==> src/rtl/param_shift_register.sv <==
// Width-parametrised shift register that performs load, clear, shifts and rotates behind a start/done handshake.
// Multi-bit shifts advance one bit per clock under a down-counter, and abort can cancel them.
module param_shift_register #(
    parameter  int WIDTH = 8,
    localparam int CNT_W = $clog2(WIDTH + 1)
) (
    input  logic             clk,
    input  logic             rst,
    input  logic             start,
    input  logic             abort,
    input  logic [2:0]       mode,
    input  logic [CNT_W-1:0] shamt,
    input  logic [WIDTH-1:0] pIn,
    input  logic             sInL,
    input  logic             sInR,
    output logic [WIDTH-1:0] pOut,
    output logic             sOutL,
    output logic             sOutR,
    output logic             busy,
    output logic             done
);

    // state | meaning
    // IDLE  | waiting for start
    // RUN   | one shift per edge until the counter expires
    // DONE  | single-cycle completion pulse
    typedef enum logic [1:0] {IDLE, RUN, DONE} state_t;

    localparam logic [2:0] M_LOAD = 3'b000;
    localparam logic [2:0] M_SHL  = 3'b001;
    localparam logic [2:0] M_SHR  = 3'b010;
    localparam logic [2:0] M_ROL  = 3'b011;
    localparam logic [2:0] M_ROR  = 3'b100;
    localparam logic [2:0] M_ASR  = 3'b101;
    localparam logic [2:0] M_CLR  = 3'b110;

    state_t           state, state_nxt;
    logic [WIDTH-1:0] data, data_nxt;
    logic [CNT_W-1:0] cnt, cnt_nxt;
    logic [2:0]       mode_q, mode_nxt;

    function automatic logic [WIDTH-1:0] shift_one(
        input logic [2:0]       m,
        input logic [WIDTH-1:0] v,
        input logic             fill_l,
        input logic             fill_r
    );
        logic [WIDTH-1:0] r;
        r = v;
        case (m)
            M_SHL:   r = {v[WIDTH-2:0], fill_r};
            M_SHR:   r = {fill_l, v[WIDTH-1:1]};
            M_ROL:   r = {v[WIDTH-2:0], v[WIDTH-1]};
            M_ROR:   r = {v[0], v[WIDTH-1:1]};
            M_ASR:   r = {v[WIDTH-1], v[WIDTH-1:1]};
            default: r = v;
        endcase
        return r;
    endfunction

    always_ff @(posedge clk) begin
        if (!rst) begin
            state  <= IDLE;
            data   <= '0;
            cnt    <= '0;
            mode_q <= M_LOAD;
        end else begin
            state  <= state_nxt;
            data   <= data_nxt;
            cnt    <= cnt_nxt;
            mode_q <= mode_nxt;
        end
    end

    always_comb begin
        state_nxt = state;
        data_nxt  = data;
        cnt_nxt   = cnt;
        mode_nxt  = mode_q;
        case (state)
            IDLE: begin
                if (start) begin
                    case (mode)
                        M_LOAD: begin
                            data_nxt  = pIn;
                            state_nxt = DONE;
                        end
                        M_CLR: begin
                            data_nxt  = '0;
                            state_nxt = DONE;
                        end
                        M_SHL, M_SHR, M_ROL, M_ROR, M_ASR: begin
                            if (shamt == '0) begin
                                state_nxt = DONE;
                            end else begin
                                mode_nxt  = mode;
                                // Anything beyond a full width is redundant; clamp so rotates come back home.
                                cnt_nxt   = (shamt > CNT_W'(WIDTH)) ? CNT_W'(WIDTH) : shamt;
                                state_nxt = RUN;
                            end
                        end
                        default: state_nxt = DONE;
                    endcase
                end
            end
            RUN: begin
                if (abort) begin
                    cnt_nxt   = '0;
                    state_nxt = IDLE;
                end else begin
                    data_nxt = shift_one(mode_q, data, sInL, sInR);
                    cnt_nxt  = cnt - CNT_W'(1);
                    if (cnt == CNT_W'(1)) state_nxt = DONE;
                end
            end
            DONE:    state_nxt = IDLE;
            default: state_nxt = IDLE;
        endcase
    end

    assign pOut  = data;
    assign sOutL = data[WIDTH-1];
    assign sOutR = data[0];
    assign busy  = (state == RUN);
    assign done  = (state == DONE);

endmodule

==> config.mk <==
export PLATFORM = sky130hd
export DESIGN_NAME = param_shift_register
export DESIGN_NICKNAME = d
export VERILOG_FILES = /design/src/rtl/param_shift_register.sv
export SDC_FILE = /design/constraint.sdc
export NUM_CORES = 1
export LEC_CHECK = 0
export CAP_MARGIN = 25
export CORE_UTILIZATION = 50
export DETAILED_ROUTE_END_ITERATION = 8
export GPL_TIMING_DRIVEN = 0
export PLACE_DENSITY = 0.84
export SYNTH_ARGS = -nofsm -noshare
export SYNTH_HDL_FRONTEND = slang
export SYNTH_SLANG_ARGS = --single-unit
==> constraint.sdc <==
create_clock -name clk -period 3.05 [get_ports clk]
set_input_delay 0.915 -clock clk [delete_from_list [all_inputs] [get_ports clk]]
set_output_delay 0.915 -clock clk [all_outputs]
set_load 0.005 [all_outputs]
==> results by stage, run 1 <==
Setup path:
- The element type at the critical path end is an output port.
- The worst-case register-to-register setup slack is 0.96 ns.
- In this run the worst path has a maximum fanout of 9.
- The kind of critical path is flop to output port.
- STA puts the critical path data required time at 2.13 ns.
- STA classifies the critical path startpoint as a flop.
- Data on the critical path arrives at its endpoint at roughly 1.6 ns.

Clock tree:
- The clock passes through at most 2 buffers.
- The clock tree from TritonCTS is yes.
- The level count of the clock H-tree is 1.
- TritonCTS created 3 clock buffers.
- Hold repair after CTS inserted 0 buffers.
- The clock reaches the later pin of the worst-skew pair after 0.29 ns.
- The cell sitting at the root of the clock tree is a sky130_fd_sc_hd__clkbuf_4.
- Clock-pin slew was measured on the worst setup and hold paths at about 0.11 ns.
- The post-CTS resize count is 0.
- The number of post-CTS setup repair buffers is 0.
- The number of sinks driven by the clock tree is 17.

Placement:
- The congestion estimate from routability-driven global placement came to 0.775.
- The number of port buffers is 32.
- The total half-perimeter wirelength after legalization and detailed placement is approximately 2.1 mm.
- The pre-CTS setup slack is approximately 0.34 ns.

STA:
- For this run, the top clock speed supported by timing is 0.397 GHz.
- Setup total negative slack on the finished layout was measured at 0 ns.
- Setup slack closes at 0.532 ns.
- At the pin with the least slew margin, the transition time is slightly below 0.8 ns.
- In the finished design, the share of the clock period the worst path needs comes to 0.826.
- The hold violation total from the final report is 0.
- The clock period could shrink to between 2 and 3 ns.
- The setup-violating endpoint count in the final report is 0.
- Setup repair after global routing left no endpoint under its margin.
- The clock skew is 0.00583 ns.
- The worst pin sits at a relative slew slack of 0.485.
- The number of pins with negative max-slew slack in the final report came to 0.

Synth:
- The mapped cell area is 0.00112 mm^2.
- The number of nets in the synthesized netlist is 142.
- The dominant combinational cell family by area after synthesis is compound AO/OA/AOI/OAI gates.
- The synthesized netlist contains 42 unique library cells.
- Yosys printed 0 warnings.
- The fraction of the yosys area taken by sequential cells is 0.305.
- A synthesized cell averages approximately 9.5 um^2.
- The post-synthesis share of cell area spent on and, or, nand and nor gates is 0.232.
- The compound-gate portion of the synthesized area is 0.329.
- Measured against the total synthesized area, the mux share comes to 0.0269.
- The number of synthesized flops with an enable pin is 0.
- Synthesis inferred 17 register bits.
- The most used flip-flop cell after synthesis is sky130_fd_sc_hd__dfxtp_1.
- Of the total synthesized cell area, the portion taken by XOR and XNOR cells is 0.0157.
- The synthesized netlist cell count is 118.
- The adder-cell share of the synthesized area is 0.0336.
- The fraction of synthesis flops using an asynchronous set or reset pin is 0.

Detailed routing:
- The wire length per cell after detailed routing is between 10 and 15 um.
- After the first detailed-routing iteration, the DRC count stood at 54.
- For this run, design rule violations remaining after detail routing come to 0.
- Once detail routing completed, the nets flagged for antenna violations numbered 0.
- The length of the first detailed-routing pass in iterations is 4.
- The number of vias per cell after detailed routing is a little over 6.
- The number of vias in the routed layout is 1,118.
- The final layout contains routed wiring with a total length of 2.70 mm.

Global route:
- The global-route wire length before repair is 4.93 mm.
- In the global route stage, overall resource usage came out at 0.255.
- After global routing the overflow that remains totals 0.
- The number of global-route vias before repair is 1,116.
- The number of antenna violations at the first check in global routing was 0.
- Entering global routing, the biggest net connects 11 pins.

Die:
- The initial cell density of the core is 0.553.
- The core region is between 0.002 and 0.0025 mm^2.
- The horizontal extent of the die is roughly 49 um.
- The die boundary height is between 40 and 50 um.
- 33 I/O pins were placed.
- The die covers 0.00243 mm^2.
- The number of placement rows is 16.

Cells and area:
- The net count of the finished layout is 179.
- Of the cells placed in the final design, the portion with a size suffix greater than 1 is 0.130.
- The final core utilization is 0.741.
- The number of antenna diodes in the final layout is 0.
- Relative to the synthesized area, the layout overhead comes to 34.2%.

Power:
- The maximum resistive drop on vdd is just under 300 uV.
- The analysis attributes to cell leakage a power of 0.523 nW.
- The overall power after layout is 0.567 mW.
- The switching power is 0.180 mW.
- The cell-internal power is 0.387 mW.
- The sequential share of power is 0.457.
- The proportion of total power due to net switching is 0.317.
- The share of total power dissipated in the clock network is 0.217.
- The combinational share of power is 0.325.
- The power density relative to cell area is around 380 mW/mm^2.

Run:
- The number of max-cap violations is 0.

Status:
- The flow ran to the end, and the final reports show no timing, DRC or antenna violations.

Hold path:
- The type of the worst min-delay path is flop to flop.
final cells by class:
| class | count | area [um^2] |
|---|---|---|
| inverters | 9 | 33.8 |
| multi-input cells | 87 | 712 |
| plain buffers | 5 | 31.3 |
| clock buffers | 3 | 22.5 |
| flip-flops and latches | 17 | 340 |
| fillers | 147 | 523 |
| well taps | 27 | 33.8 |
| repair buffers | 32 | 320 |
| clock inverters | 1 | 5.00 |
metrics by stage:
stage / area, um^2 / hold WS, ns / cells
floorplan: 1120 / 0.487 / 118
global placement: 1470 / 0.488 / 177
detailed placement: 1470 / 0.498 / 177
CTS: 1500 / 0.512 / 181
global route: 1500 / 0.540 / 181
finish: 1500 / 0.512 / 181
kinds of logic (layout without fill, tap and decap cells):
logic type,count (synthesis),in the layout
muxes,3,3
AOI/OAI and AO/OA,41,41
DFF,17,17
and+or+nand+nor,38,38
buffers and inverters,14,50
adders and majority gates,3,3
xor gates and xnor gates,2,2
routing by layer:
layer / GRT usage / vias to the layer above / wire length [um] / share of wire
met3: 0.0312 / 2 / 101 / 0.037
met2: 0.459 / 33 / 1360 / 0.51
met1: 0.313 / 546 / 1220 / 0.45
met4: 0.0686 / 0 / 14 / 0.0052
met5: 0 / - / 0 / 0
li1: - / 537 / - / -
critical path: stages, from the launching register on:
cell and delay [ns]:
sky130_fd_sc_hd__dfxtp_1 0.49, sky130_fd_sc_hd__nand2b_1 0.11, sky130_fd_sc_hd__inv_1 0.18, sky130_fd_sc_hd__clkdlybuf4s50_1 0.53
power groups by stage:
stage / combinational, mW / sequential [mW] / clock (mW)
after global routing: 0.205 / 0.262 / 0.136
after global placement: 0.178 / 0.263 / 0
final: 0.184 / 0.259 / 0.123
after detailed placement: 0.184 / 0.263 / 0
after CTS: 0.184 / 0.258 / 0.123
after floorplan: 0.112 / 0.259 / 0
placed cells by master (no fill, tap or decap), drive strengths merged, types with 2 or more instances in the layout:
master         netlist  layout
o21ai                5       5
mux2i                3       3
dfxtp               17      17
nand3b               4       4
clkbuf               1       4
nor2                 8       8
nand2b               7       7
a31oi                2       2
o2bb2ai              7       7
nor3                 5       5
clkdlybuf4s50        0      32
a222oi               7       7
nor4                 2       2
inv                  9       9
or3b                 2       2
ha                   3       3
and2b                2       2
buf                  4       4
and2                 2       2
a211oi               4       4
a21oi                8       8
final timing paths:
path | start | endpoint | cells after the start
max | state[0] | busy | 3
min | pOut[1] | pOut[1] | 1
max reg2reg | mode_q[2] | pOut[7] | 6
min reg2reg | pOut[1] | pOut[1] | 1
state kept, by name, summed over array words and instances (netlist names):
register	cells
mode_q	3
state	2
pOut	8
cnt	4
cells in the mapped netlist, types with 2 or more instances:
cell,count,area (um^2)
sky130_fd_sc_hd__dfxtp_1,17,340
sky130_fd_sc_hd__inv_1,9,33.8
sky130_fd_sc_hd__nor2_1,8,30.0
sky130_fd_sc_hd__a222oi_1,7,70.1
sky130_fd_sc_hd__nand2b_1,7,43.8
sky130_fd_sc_hd__o2bb2ai_1,7,61.3
sky130_fd_sc_hd__a21oi_1,6,30.0
sky130_fd_sc_hd__nor3_1,5,25.0
sky130_fd_sc_hd__nand3b_1,4,30.0
sky130_fd_sc_hd__a211oi_1,3,22.5
sky130_fd_sc_hd__buf_4,3,22.5
sky130_fd_sc_hd__ha_1,3,37.5
sky130_fd_sc_hd__mux2i_1,3,30.0
sky130_fd_sc_hd__o21ai_1,3,15.0
sky130_fd_sc_hd__a21oi_2,2,17.5
sky130_fd_sc_hd__a31oi_1,2,12.5
sky130_fd_sc_hd__and2_1,2,12.5
sky130_fd_sc_hd__and2b_2,2,17.5
sky130_fd_sc_hd__o21ai_0,2,10.0
Note: power is estimated with default switching activity, not from simulation.
==> inputs of run 2 (changes only) <==
CORE_UTILIZATION = 46   (was 50)
PLACE_DENSITY = 0.78   (was 0.84)
clock period = 2.36 ns   (was 3.05 ns; I/O delays follow)
==> run 2 against run 1 <==
Net effect:
- count of clock-buffer cells in the layout unchanged
- critical endpoint unchanged
- worst setup slack got worse by 0.40 ns
- design area increased by 0.17%
- sequential power increased by 29%
- global-route usage decreased by 1.3 points
- combinational power increased by 30%
==> results by stage, run 2 (synthesis results as in run 1) <==
Status:
- The run finished with clean final reports.

Detailed routing:
- The length of the first detailed-routing pass in iterations was 4 (unchanged).
- The number of vias per cell after detailed routing is 5.97 (-3.3%).
- The wire length per cell after detailed routing came to 15.4 um (+3.4%).
- The iteration-0 DRC count of the detailed router was 43 (-20%).
- The final routed wirelength across all metal layers is 2.80 mm (+3.9%).
- The number of remaining DRC errors is 0 (unchanged).
- The number of vias in the routed layout is 1,087 (-2.8%).
- The residual antenna-violating net count after detailed routing is 0 (unchanged).

Power:
- The sequential share of power was 0.454 (-0.003).
- The proportion of total power due to net switching is 0.320 (+0.00262).
- The leakage power is 0.524 nW (about the same).
- The cell-internal power is 0.501 mW (+29%).
- The overall power after layout came to 0.736 mW (+30%).
- The clock network power share is 0.221 (+0.004).
- The maximum resistive drop on vdd is 436 uV (+49%).
- The combinational share of power is 0.324 (about the same).
- The power density relative to cell area came to 490 mW/mm^2 (+30%).
- The switching power was 0.235 mW (+31%).

Cells and area:
- The layout net count came to 179 (unchanged).
- The antenna cell count was 0 (unchanged).
- The filler cell count in the final layout is 211 (+44%).
- In the layout the commonest cells are sky130_fd_sc_hd__clkdlybuf4s50_1, sky130_fd_sc_hd__dfxtp_1, sky130_fd_sc_hd__inv_1.
- Leaving out fill and tap cells, the most frequent cell in the layout is sky130_fd_sc_hd__clkdlybuf4s50_1.
- The non-filler instance count after layout is 182 (+0.55%).
- The layout overhead on the synthesized area is 34.4%.
- The flip-flop count of the largest register after layout is 8 (unchanged).
- The share of cells above drive strength 1 came to 0.136 (+0.00649).
- The final core utilization is 0.666 (-0.0754).

STA:
- The achievable frequency is 0.448 GHz.
- The clock skew is 0.00505 ns (-0.000780 ns).
- Setup repair after global routing left no endpoint under its margin.
- The setup-violating endpoint count in the final report is 0 (unchanged).
- The remaining max-slew budget at the tightest pin is 0.496 (+0.0113).
- The slew at the pin closest to its max-slew limit is 0.752 ns (-0.0169 ns).
- The worst hold margin was 0.509 ns (-0.00304 ns).
- The final worst setup slack is 0.127 ns (-0.405 ns).
- The hold violation total from the final report is 0 (unchanged).
- The number of pins with negative max-slew slack in the final report is 0 (unchanged).
- The post-route fraction of the period consumed by the critical path is 0.946.
- The final period demand of the worst path is 2.23 ns.

Die:
- The number of primary I/O pins is 33 (unchanged).
- The die outline area was 0.00263 mm^2 (+8.3%).
- The core footprint came to 0.00225 mm^2 (+12%).
- The horizontal extent of the die is 51.3 um (+4.1%).
- The initial cell density of the core is 0.496 (-0.0570).
- The die boundary height is 51.3 um (+4.1%).
- The number of placement rows was 17 (+1).

Run:
- The number of max-cap violations is 0 (unchanged).

Setup path:
- The top fanout value on the critical path was 6 (-3).
- The critical path is of the flop to output port type.
- The arrival time of the worst setup path is 1.53 ns (-0.07 ns).
- The required time reported for the critical path endpoint is 1.65 ns (-0.48 ns).
- The worst-case register-to-register setup slack is 0.33 ns (-0.63 ns).
- The critical path startpoint category is a flop.
- STA classifies the critical path endpoint as an output port.

Hold path:
- The type of the worst min-delay path is flop to flop.

Placement:
- The count of placed standard cells including taps is 178 (+0.56%).
- The pre-CTS setup slack is -0.189 ns (-0.533 ns).
- The total half-perimeter wirelength after legalization and detailed placement is 2.16 mm (+4.1%).
- The number of port buffers came to 32 (unchanged).
- The routability congestion estimate from global placement is 0.832 (+7.4%).

Global route:
- The global-route wire length before repair is 4.75 mm (-3.5%).
- The pin count of the biggest net entering global routing came to 11 (unchanged).
- The combined global-route utilization of all metal layers is 0.242 (-0.0128).
- The remaining global-route overflow is 0 (unchanged).
- The number of antenna violations at the first check in global routing is 0 (unchanged).
- The number of global-route vias before repair is 1,078 (-3.4%).

Clock tree:
- The post-CTS resize count is 0 (unchanged).
- TritonCTS built the clock tree.
- The tree is rooted in a sky130_fd_sc_hd__clkbuf_4.
- The clock-pin slew on the worst setup and hold paths is 0.10 ns (about the same).
- The number of hold-repair buffers added at the cts stage was 0 (unchanged).
- The level count of the clock H-tree is 1 (unchanged).
- The number of sinks driven by the clock tree is 17 (unchanged).
- The maximum buffer depth of the clock tree is 2 (unchanged).
- The CTS buffer count is 3 (unchanged).
- The clock network latency to the later pin of the worst-skew pair is 0.30 ns (about the same).
- The number of post-CTS setup repair buffers is 0 (unchanged).
[run 2: cell type report]
class,count,area [um^2],area share
Multi-Input combinational cell,87,712,0.474
Timing Repair Buffer,32,320,0.213
Inverter,9,33.8,0.0225
Tap cell,28,35.0,0.0233
Clock buffer,3,22.5,0.0150
Sequential cell,17,342,0.228
Buffer,5,31.3,0.0208
Clock inverter,1,5.00,0.00333
[run 2: final timing paths]
path	cells past startpoint	startpoint	to
setup / recovery	3	state[1]	busy
hold / removal	1	pOut[2]	pOut[2]
setup reg to reg	6	mode_q[2]	pOut[7]
hold reg to reg	1	pOut[2]	pOut[2]
[run 2: critical path, cell delays in order, from the launching register on]
cell,delay [ns]
sky130_fd_sc_hd__dfxtp_1,0.37
sky130_fd_sc_hd__nand2b_1,0.17
sky130_fd_sc_hd__inv_1,0.16
sky130_fd_sc_hd__clkdlybuf4s50_1,0.53
[run 2: metrics by stage]
stage          cell area, um^2  TNS (ns)
2_1_floorplan             1120         0
3_3_place_gp              1470    -0.904
3_5_place_dp              1470     -1.51
4_1_cts                   1500         0
5_1_grt                   1500         0
6_report                  1500         0
[run 2: layer usage]
layer	GRT usage	routed length, um	vias to the layer above
met5	0	0	-
met4	0.0946	42	0
met3	0.0268	92	5
met2	0.425	1420	26
met1	0.298	1240	518
li1	-	-	538
[run 2: power by group through the flow]
stage,combinational (mW),sequential [mW],clock [mW]
after floorplan,0.144,0.335,0
final,0.239,0.334,0.163
after global placement,0.231,0.339,0
after detailed placement,0.239,0.341,0
after global routing,0.264,0.338,0.181
after CTS,0.240,0.334,0.166
